**src/rtl/cs_conv_pkg.sv**
```systemverilog
// ---------------------------------------------------------------------------
// cs_conv_pkg
//   Shared definitions for the carry-save to binary converter.
//   - conv_state_t  : converter control states (IDLE / ADD / DONE)
//   - DEFAULT_DIGIT : default number of bits resolved per ADD cycle
// ---------------------------------------------------------------------------
package cs_conv_pkg;

  // Default digit width; W must be a multiple of this.
  localparam int DEFAULT_DIGIT = 4;

  // Converter control states.
  typedef enum logic [1:0] {
    IDLE = 2'd0,
    ADD  = 2'd1,
    DONE = 2'd2
  } conv_state_t;

endpackage : cs_conv_pkg

```
**src/rtl/cs_digit_add.sv**
```systemverilog
// ---------------------------------------------------------------------------
// cs_digit_add
//   Combinational DIGIT-bit ripple adder used as the per-cycle digit slice
//   of the carry-save to binary converter.
//
//   Parameters:
//     DIGIT : operand width in bits
//   Ports:
//     a, b  : DIGIT-bit operands
//     cin   : carry in
//     sum   : DIGIT-bit sum
//     cout  : carry out of the digit
// ---------------------------------------------------------------------------
module cs_digit_add
  import cs_conv_pkg::*;
#(
  parameter int DIGIT = DEFAULT_DIGIT
) (
  input  logic [DIGIT-1:0] a,
  input  logic [DIGIT-1:0] b,
  input  logic             cin,
  output logic [DIGIT-1:0] sum,
  output logic             cout
);

  // The adder is one bit wider than the digit so the carry out falls out of
  // the top bit of the addition.
  logic [DIGIT:0] total;

  always_comb begin
    total = {1'b0, a} + {1'b0, b} + {{DIGIT{1'b0}}, cin};
    sum   = total[DIGIT-1:0];
    cout  = total[DIGIT];
  end

endmodule : cs_digit_add

```
**src/rtl/cs_to_bin_conv.sv**
```systemverilog
// ---------------------------------------------------------------------------
// cs_to_bin_conv
//   Sequential carry-save to binary converter. A sum/carry pair from a 4:2
//   compressor row is captured in IDLE, then resolved DIGIT bits per cycle
//   in ADD using a single cs_digit_add slice, and presented in DONE until the
//   consumer accepts it.
//
//   Parameters:
//     W     : width of in_sum / in_carry (multiple of DIGIT)
//     DIGIT : bits resolved per cycle
//   Ports:
//     clk       : clock, rising edge
//     rst       : asynchronous active-high reset
//     in_valid  : input pair valid
//     in_ready  : converter idle and able to accept a pair
//     in_sum    : sum vector, bit i weight 2^i
//     in_carry  : carry vector, bit i weight 2^(i+1)
//     out_valid : out_res holds a completed result
//     out_ready : consumer accepts out_res
//     out_res   : in_sum + 2*in_carry, W+2 bits
//     out_ovf   : (only with CS_CONV_OVF_EN) result >= 2^W, valid with
//                 out_valid
//
//   Build option: define CS_CONV_OVF_EN to add the out_ovf output.
// ---------------------------------------------------------------------------
module cs_to_bin_conv
  import cs_conv_pkg::*;
#(
  parameter int W     = 16,
  parameter int DIGIT = DEFAULT_DIGIT
) (
  input  logic         clk,
  input  logic         rst,
  input  logic         in_valid,
  output logic         in_ready,
  input  logic [W-1:0] in_sum,
  input  logic [W-1:0] in_carry,
  output logic         out_valid,
  input  logic         out_ready,
`ifdef CS_CONV_OVF_EN
  output logic [W+1:0] out_res,
  output logic         out_ovf
`else
  output logic [W+1:0] out_res
`endif
);

  // One extra digit holds the bits shifted out by the carry weighting and
  // the final carry, so the full sum always fits.
  localparam int NDIG = W / DIGIT + 1;
  localparam int OW   = W + DIGIT;
  localparam int CW   = (NDIG > 1) ? $clog2(NDIG) : 1;

  localparam logic [CW-1:0] LAST_DIG = CW'(NDIG - 1);

  conv_state_t     state_q, state_d;
  logic [CW-1:0]   cnt_q;
  logic            carry_q;
  logic [OW-1:0]   a_q;
  logic [OW-1:0]   b_q;
  logic [OW-1:0]   res_q;

  logic [DIGIT-1:0] a_dig;
  logic [DIGIT-1:0] b_dig;
  logic [DIGIT-1:0] dig_sum;
  logic             dig_cout;

  // The operand range guarantees the result never reaches bit W+2; those
  // bits are kept only to make every digit write uniform.
  logic unused_res_top;
  assign unused_res_top = ^res_q[OW-1:W+2];

  // Select the digit currently being resolved from both operands.
  always_comb begin
    a_dig = a_q[cnt_q*DIGIT +: DIGIT];
    b_dig = b_q[cnt_q*DIGIT +: DIGIT];
  end

  cs_digit_add #(
    .DIGIT (DIGIT)
  ) u_digit_add (
    .a    (a_dig),
    .b    (b_dig),
    .cin  (carry_q),
    .sum  (dig_sum),
    .cout (dig_cout)
  );

  // State register.
  always_ff @(posedge clk or posedge rst) begin
    if (rst) begin
      state_q <= IDLE;
    end else begin
      state_q <= state_d;
    end
  end

  // Next-state logic and handshake outputs. DONE always returns to IDLE
  // rather than accepting directly, so back-to-back accepts are spaced by
  // at least one IDLE cycle.
  always_comb begin
    state_d   = state_q;
    in_ready  = 1'b0;
    out_valid = 1'b0;
    case (state_q)
      IDLE: begin
        in_ready = 1'b1;
        if (in_valid) begin
          state_d = ADD;
        end
      end
      ADD: begin
        if (cnt_q == LAST_DIG) begin
          state_d = DONE;
        end
      end
      DONE: begin
        out_valid = 1'b1;
        if (out_ready) begin
          state_d = IDLE;
        end
      end
      default: begin
        state_d = IDLE;
      end
    endcase
  end

  // Datapath: operands are captured on accept so the producer may change
  // its inputs immediately; each ADD cycle fills one result digit. Inputs
  // outside IDLE are never looked at.
  always_ff @(posedge clk or posedge rst) begin
    if (rst) begin
      a_q     <= '0;
      b_q     <= '0;
      res_q   <= '0;
      cnt_q   <= '0;
      carry_q <= 1'b0;
    end else begin
      case (state_q)
        IDLE: begin
          if (in_valid) begin
            a_q     <= OW'(in_sum);
            b_q     <= OW'({in_carry, 1'b0});
            cnt_q   <= '0;
            carry_q <= 1'b0;
          end
        end
        ADD: begin
          res_q[cnt_q*DIGIT +: DIGIT] <= dig_sum;
          carry_q                     <= dig_cout;
          cnt_q                       <= cnt_q + 1'b1;
        end
        default: begin
        end
      endcase
    end
  end

  assign out_res = res_q[W+1:0];

`ifdef CS_CONV_OVF_EN
  // Anything in the top two result bits means the value needs more than W
  // bits; forced low outside DONE.
  assign out_ovf = (state_q == DONE) && (res_q[W+1:W] != 2'b00);
`endif

endmodule : cs_to_bin_conv

```
**config.mk**
```make
export PLATFORM = sky130hd
export DESIGN_NAME = cs_to_bin_conv
export DESIGN_NICKNAME = d
export VERILOG_FILES = /design/src/rtl/cs_conv_pkg.sv /design/src/rtl/cs_digit_add.sv /design/src/rtl/cs_to_bin_conv.sv
export SDC_FILE = /design/constraint.sdc
export NUM_CORES = 1
export LEC_CHECK = 0
export CORE_ASPECT_RATIO = 0.7
export CORE_UTILIZATION = 40
export CTS_CLUSTER_DIAMETER = 150
export DETAILED_ROUTE_END_ITERATION = 7
export HOLD_SLACK_MARGIN = 0.05
export PLACE_DENSITY_LB_ADDON = 0.1
export REMOVE_ABC_BUFFERS = 1
export SYNTH_ARGS = -nofsm -noshare
export SYNTH_HDL_FRONTEND = slang
export SYNTH_SLANG_ARGS = --single-unit
```
**constraint.sdc**
```tcl
create_clock -name clk -period 2.5 [get_ports clk]
set_clock_uncertainty 0.15 [all_clocks]
set_input_delay 0.25 -clock clk [delete_from_list [all_inputs] [get_ports clk]]
set_output_delay 0.25 -clock clk [all_outputs]
set_load 0.005 [all_outputs]
```
Word-level counts from Yosys, hierarchy flattened. Cells that the tools add are included.

Bits in read-only memories: 0. Memories kept: 0. Word-level logic and storage cells: 36. Bits in registers: 58. Bits in latches: 0. Bits in writable memories: 0.

Mux-type cells: 11. Divide/modulo/power cells: 0. Add/subtract/negate cells: 4. Reduce and logical (&&, ||, !) cells: 5. Bitwise logic cells: 0. Multipliers: 0. Shift-type cells: 4. $lt $le $gt $ge: 0. Equal/unequal tests: 6.

Operators by type and width (count): 20-bit by 6-bit variable part select with 4-bit output (2); 5-bit negator with 34-bit output (1); 4-bit by 34-bit variable shift with 20-bit output (first input constant) (1); 4-bit by 34-bit variable part select with 20-bit output (1); 20-bit bitwise mux (1); 2-bit 2-to-1 mux (3); 2-bit != test (second input constant) (3); 2-bit case mux with 3 select lines (1); 3-bit case mux with 2 select lines (1); 4-bit by 4-bit adder with 5-bit output (1); 5-bit by 1-bit adder with 5-bit output (1); 2-bit AND reduction (2); 3-bit by 1-bit adder with 3-bit output (second input constant) (1); 3-bit == test (second input constant) (1); 1-bit 2-to-1 mux (3); 3-bit 2-to-1 mux (1); 3-bit AND reduction (1); 2-bit by 1-bit == test with 1-bit output (second input constant) (1); 2-bit == test (second input constant) (1); 2-bit zero test (1); 1-bit case mux with 2 select lines (1); 2-bit nonzero test (1).

Depth between registers and ports, before layout.
Depth in word-level cells: 5. Depth in mapped cells: 11. Mapped depth without buffers: 9.

Hierarchy. From an unflattened synthesis, not the netlist that was laid out.

Cells, all modules: 219. Area total of the unflattened synthesis: 2846.5 µm².

Modules (own cells, without submodules): cs_to_bin_conv (instances 1, cells an instance 203, area each 2702.6 µm²); cs_digit_add (instances 1, cells an instance 16, area each 143.9 µm²).

Worst setup path after synthesis. Ideal clock, no wire load.

Path type: reg2reg. From: reg cnt_q[0]. To: reg res_q[10]. Clock period less this slack: 2.734 ns. Arrival: 2.456 ns. Path slack: -0.234 ns. Setup time: 0.128 ns. Data required time: 2.222 ns. Stages on the path, launching flop included: 11. Buffers on the path: 2. Cells stage by stage: dfrtp_1 buf_6 buf_6 mux4_2 nand2_1 fa_1 inv_1 fa_1 xnor2_1 nor2_1 mux2_1.

Cells in the longest elaborated chain, start to end: 5. Elaborated cells between the ends (all ways): 8. Those cells by class: add/sub (3); shift (4); mux (1).

Ends and longest elaborated chain: start: declaration (line cs_to_bin_conv.sv:57) `logic [CW-1:0] cnt_q;`; start signal: assignment (line cs_to_bin_conv.sv:152) `cnt_q <= cnt_q + 1'b1;`; 20-bit by 6-bit variable part select with 4-bit output (on tied branches) (line cs_to_bin_conv.sv:75, cs_to_bin_conv.sv:76); 4-bit by 4-bit adder with 5-bit output (line cs_digit_add.sv:31) `total = {1'b0, a} + {1'b0, b} + {{DIGIT{1'b0}}, cin};`; 5-bit by 1-bit adder with 5-bit output (line cs_digit_add.sv:31); 4-bit by 34-bit variable part select with 20-bit output (line cs_to_bin_conv.sv:150) `res_q[cnt_q*DIGIT +: DIGIT] <= dig_sum;`; 20-bit bitwise mux (*) (line cs_to_bin_conv.sv:150); end signal: indexed assignment (line cs_to_bin_conv.sv:150); end: declaration (line cs_to_bin_conv.sv:61) `logic [OW-1:0] res_q;`.

Every way passes the cells marked *; elsewhere a longest branch is shown, timed or not. A chain may end at the register's enable or synchronous reset.

Worst setup path after layout. Ends and elaborated chain as after synthesis.

==> results.md <==
* Status: finished, final reports clean
* Crit. End Element: flip-flop
* Crit path top cell by count: fa_2
* Total gr overflow at 0
* Initial drt markers at 82
* Vias in the first global route at 1,909
* Global-route met1 utilization at 27.2%
* Initial core utilization at 42.6%
* Die height at 74.1 µm
* Final nets at 344
* Synth Warn # at 0
* Worst hold slack at 0.100 ns
* R2R cell count at 9
* Setup WS post-layout at 0.00836 ns
* Slowest stage cell, crit path: mux4_2
* RSZ-0062 raised after global routing: true
* CTS clock-pin slew for the worst setup and hold paths at 0.11 ns
* Die Wd at 105 µm
* CTS Buf Count at 5
* P_int at 3.70 mW
* Worst-Margin Slew at 0.437 ns
* Sequential power share at 27.8%
* Routed WL per cell at 16.1 µm
* First-pass GRT wire length at 10.3 mm
* Pleak at 1.82 nW
* Count leader, synth: dfrtp_1
* Worst slew margin at 70.8%
* Worst r2r src: cnt_q[0]$_DFFE_PP0P_
* Die footprint at 0.00779 mm²
* Count of pins over their slew limit at 0
* CP required at 2.56 ns
* Max-cap violations at 0
* Antenna violations before repair at 0
* CTS Hold Buffers Added at 0
* Seq/Total Area, Yosys at 47.1%
* Most instantiated cells after synthesis: dfrtp_1 (56), mux2_4 (30), inv_1 (16)
* Gate power share at 63.5%
* Clk buf depth at 2
* Pre-CTS WS at -0.144 ns
* Setup violations, final at 0
* CTS tree: built
* Via density at 5.02
* Fmax at 0.401 GHz
* Leading cell types by total area after synthesis: dfrtp_1 (47%), mux2_4 (15%), mux4_2 (5.3%), mux2_1 (4.9%), ha_1 (4.2%)
* R2r setup slk at 0.008 ns
* Synth area leader: dfrtp_1
* Syn Area/Cell at 13.9 µm²
* Crit share post-route at 99.7%
* Total GRT Usage at 17.4%
* Hold crit path type: in2async
* Met2 usage at 24.4%
* Capturing point of the worst reg2reg path: res_q[10]$_DFFE_PP0P_
* Post-DP HPWL at 4.44 mm
* Peak VDD IR at 705 µV
* Worst skew pair latency at 0.30 ns
* Crit start category: flip-flop
* Worst Path Max Fanout at 4
* Net Switching at 2.11 mW
* Met3 Usage GRT at 4.29%
* Core Box Area at 0.00698 mm²
* Number of flops mapped to enable cells by yosys at 0
* Area share of the largest cell type after synthesis at 47.1%
* Clk sinks at 56
* Root Buffer: clkbuf_8
* Top Ports at 56
* Drt first pass iters at 4
* Crit-path cells: mux4_2 -> nand2_2 -> fa_2 -> inv_2 -> fa_2 -> xnor2_2 -> buf_4 -> nor2_1 -> mux2_4
* Post-route cell area at 0.00405 mm²
* Synth Cell Area at 0.00297 mm²
* Placed inst area at 0.00377 mm²
* Critical Path AT at 2.55 ns
* #FFs+latches synth at 56
* Tmin final at 2.49 ns
* CTS H-tree lvls at 2
* # rows at 25
* Grt peak-use layer: met1
* Setup TNS at 0 ns
* Largest net degree at the start of global routing at 33
* ANT nets after route at 0
* GP Congestion at 0.811
* Synthesized instance count at 214
* DR DRC count at 0
* Count of cell types in the netlist at 41
* Sw frac at 36.3%
* Synth Flop Type: dfrtp_1
* Share of cells above drive strength 1 at 39.4%
* Asr flop ratio synth at 100%
* Via count at 1,963
* Antenna cells at 0
* Critical path class: reg2reg
* Final Routed Wirelength at 6.30 mm
* Slowest stage delay, CP at 0.53 ns
* Area grow syn2layout at 36.4%
* # port buffers at 55
* Final Hold Fails at 0
* PwrDens at 1430 mW/mm²
* CP Launch Point: cnt_q[0]$_DFFE_PP0P_
* Clock network fraction of design power at 8.6%
## what timing repair did
action | in CTS | in global routing
buffers inserted | 2 | 1
setup endpoints to repair | 15 | 18
resized for setup | 24 | 19
pin swaps | 3 | 10
## cell type report
| cell class | instances | area, µm² |
|---|---|---|
| Fill cell | 579 | 2920 |
| Sequential cell | 56 | 1400 |
| Clock buffer | 6 | 72.6 |
| Multi-Input combinational cell | 134 | 1590 |
| Clock inverter | 2 | 13.8 |
| Inverter | 16 | 60.1 |
| Tap cell | 94 | 118 |
| Timing Repair Buffer | 83 | 797 |
## sequential cells by signal, indices dropped and copies added (netlist names)
register and cells:
res_q 18, a_q 16, state_q 2, carry_q 1, cnt_q 3, b_q 16
## worst max-delay path, delay by kind of cell (launching register included)
kind	cells	cell delay [ns]
xor gates and xnor gates	1	0.13
DFF	1	0.43
adders and majority gates	2	0.56
buffers and inverters	2	0.19
muxes	2	0.80
and+or+nand+nor	2	0.14
## power by group through the flow
stage / combinational [mW] / clock [mW] / sequential, mW
final: 3.69 / 0.501 / 1.61
after global placement: 3.00 / 0 / 1.64
after CTS: 3.40 / 0.521 / 1.61
after floorplan: 1.84 / 0 / 1.58
after global routing: 4.00 / 0.560 / 1.67
after detailed placement: 3.01 / 0 / 1.62
## metal layers
metal	vias to the layer above	wire length, µm
met5	-	0
met4	0	39
met3	4	318
met2	49	2590
met1	985	3360
li1	925	-
## worst max-delay path by stage
stage,end,depth (start not counted)
6_report,res_q[10]$_DFFE_PP0P_,9
5_1_grt,res_q[5]$_DFFE_PP0P_,10
4_1_cts,res_q[6]$_DFFE_PP0P_,11
3_5_place_dp,res_q[11]$_DFFE_PP0P_,8
3_3_place_gp,res_q[10]$_DFFE_PP0P_,8
2_1_floorplan,res_q[10]$_DFFE_PP0P_,8
## cell usage in the layout (no fill, tap or decap), drive strengths merged, types with 6 or more instances in the layout
cell type / count
and2: 7
buf: 28
clkbuf: 6
clkdlybuf4s50: 55
dfrtp: 56
ha: 10
inv: 17
mux2: 43
mux4: 7
nor2: 12
## metrics by stage
stage	power [mW]	util, %	instances
after global routing	6.24	58.1	391
after detailed placement	4.63	54.1	380
after floorplan	3.43	-	206
after global placement	4.64	54.1	380
after CTS	5.53	56.8	390
final	5.80	58.1	391
## kinds of logic after synthesis
logic type,count (synthesis),synth area share (%)
flip-flops,56,47.1
multiplexers,55,27.1
AO/OA/AOI/OAI,21,5.47
adder cells (fa/ha/maj),12,5.56
buffers and inverters,24,4.80
XOR/XNOR,1,0.295
AND/OR/NAND/NOR,45,9.68
No activity file was read; power rests on OpenSTA's default activity.
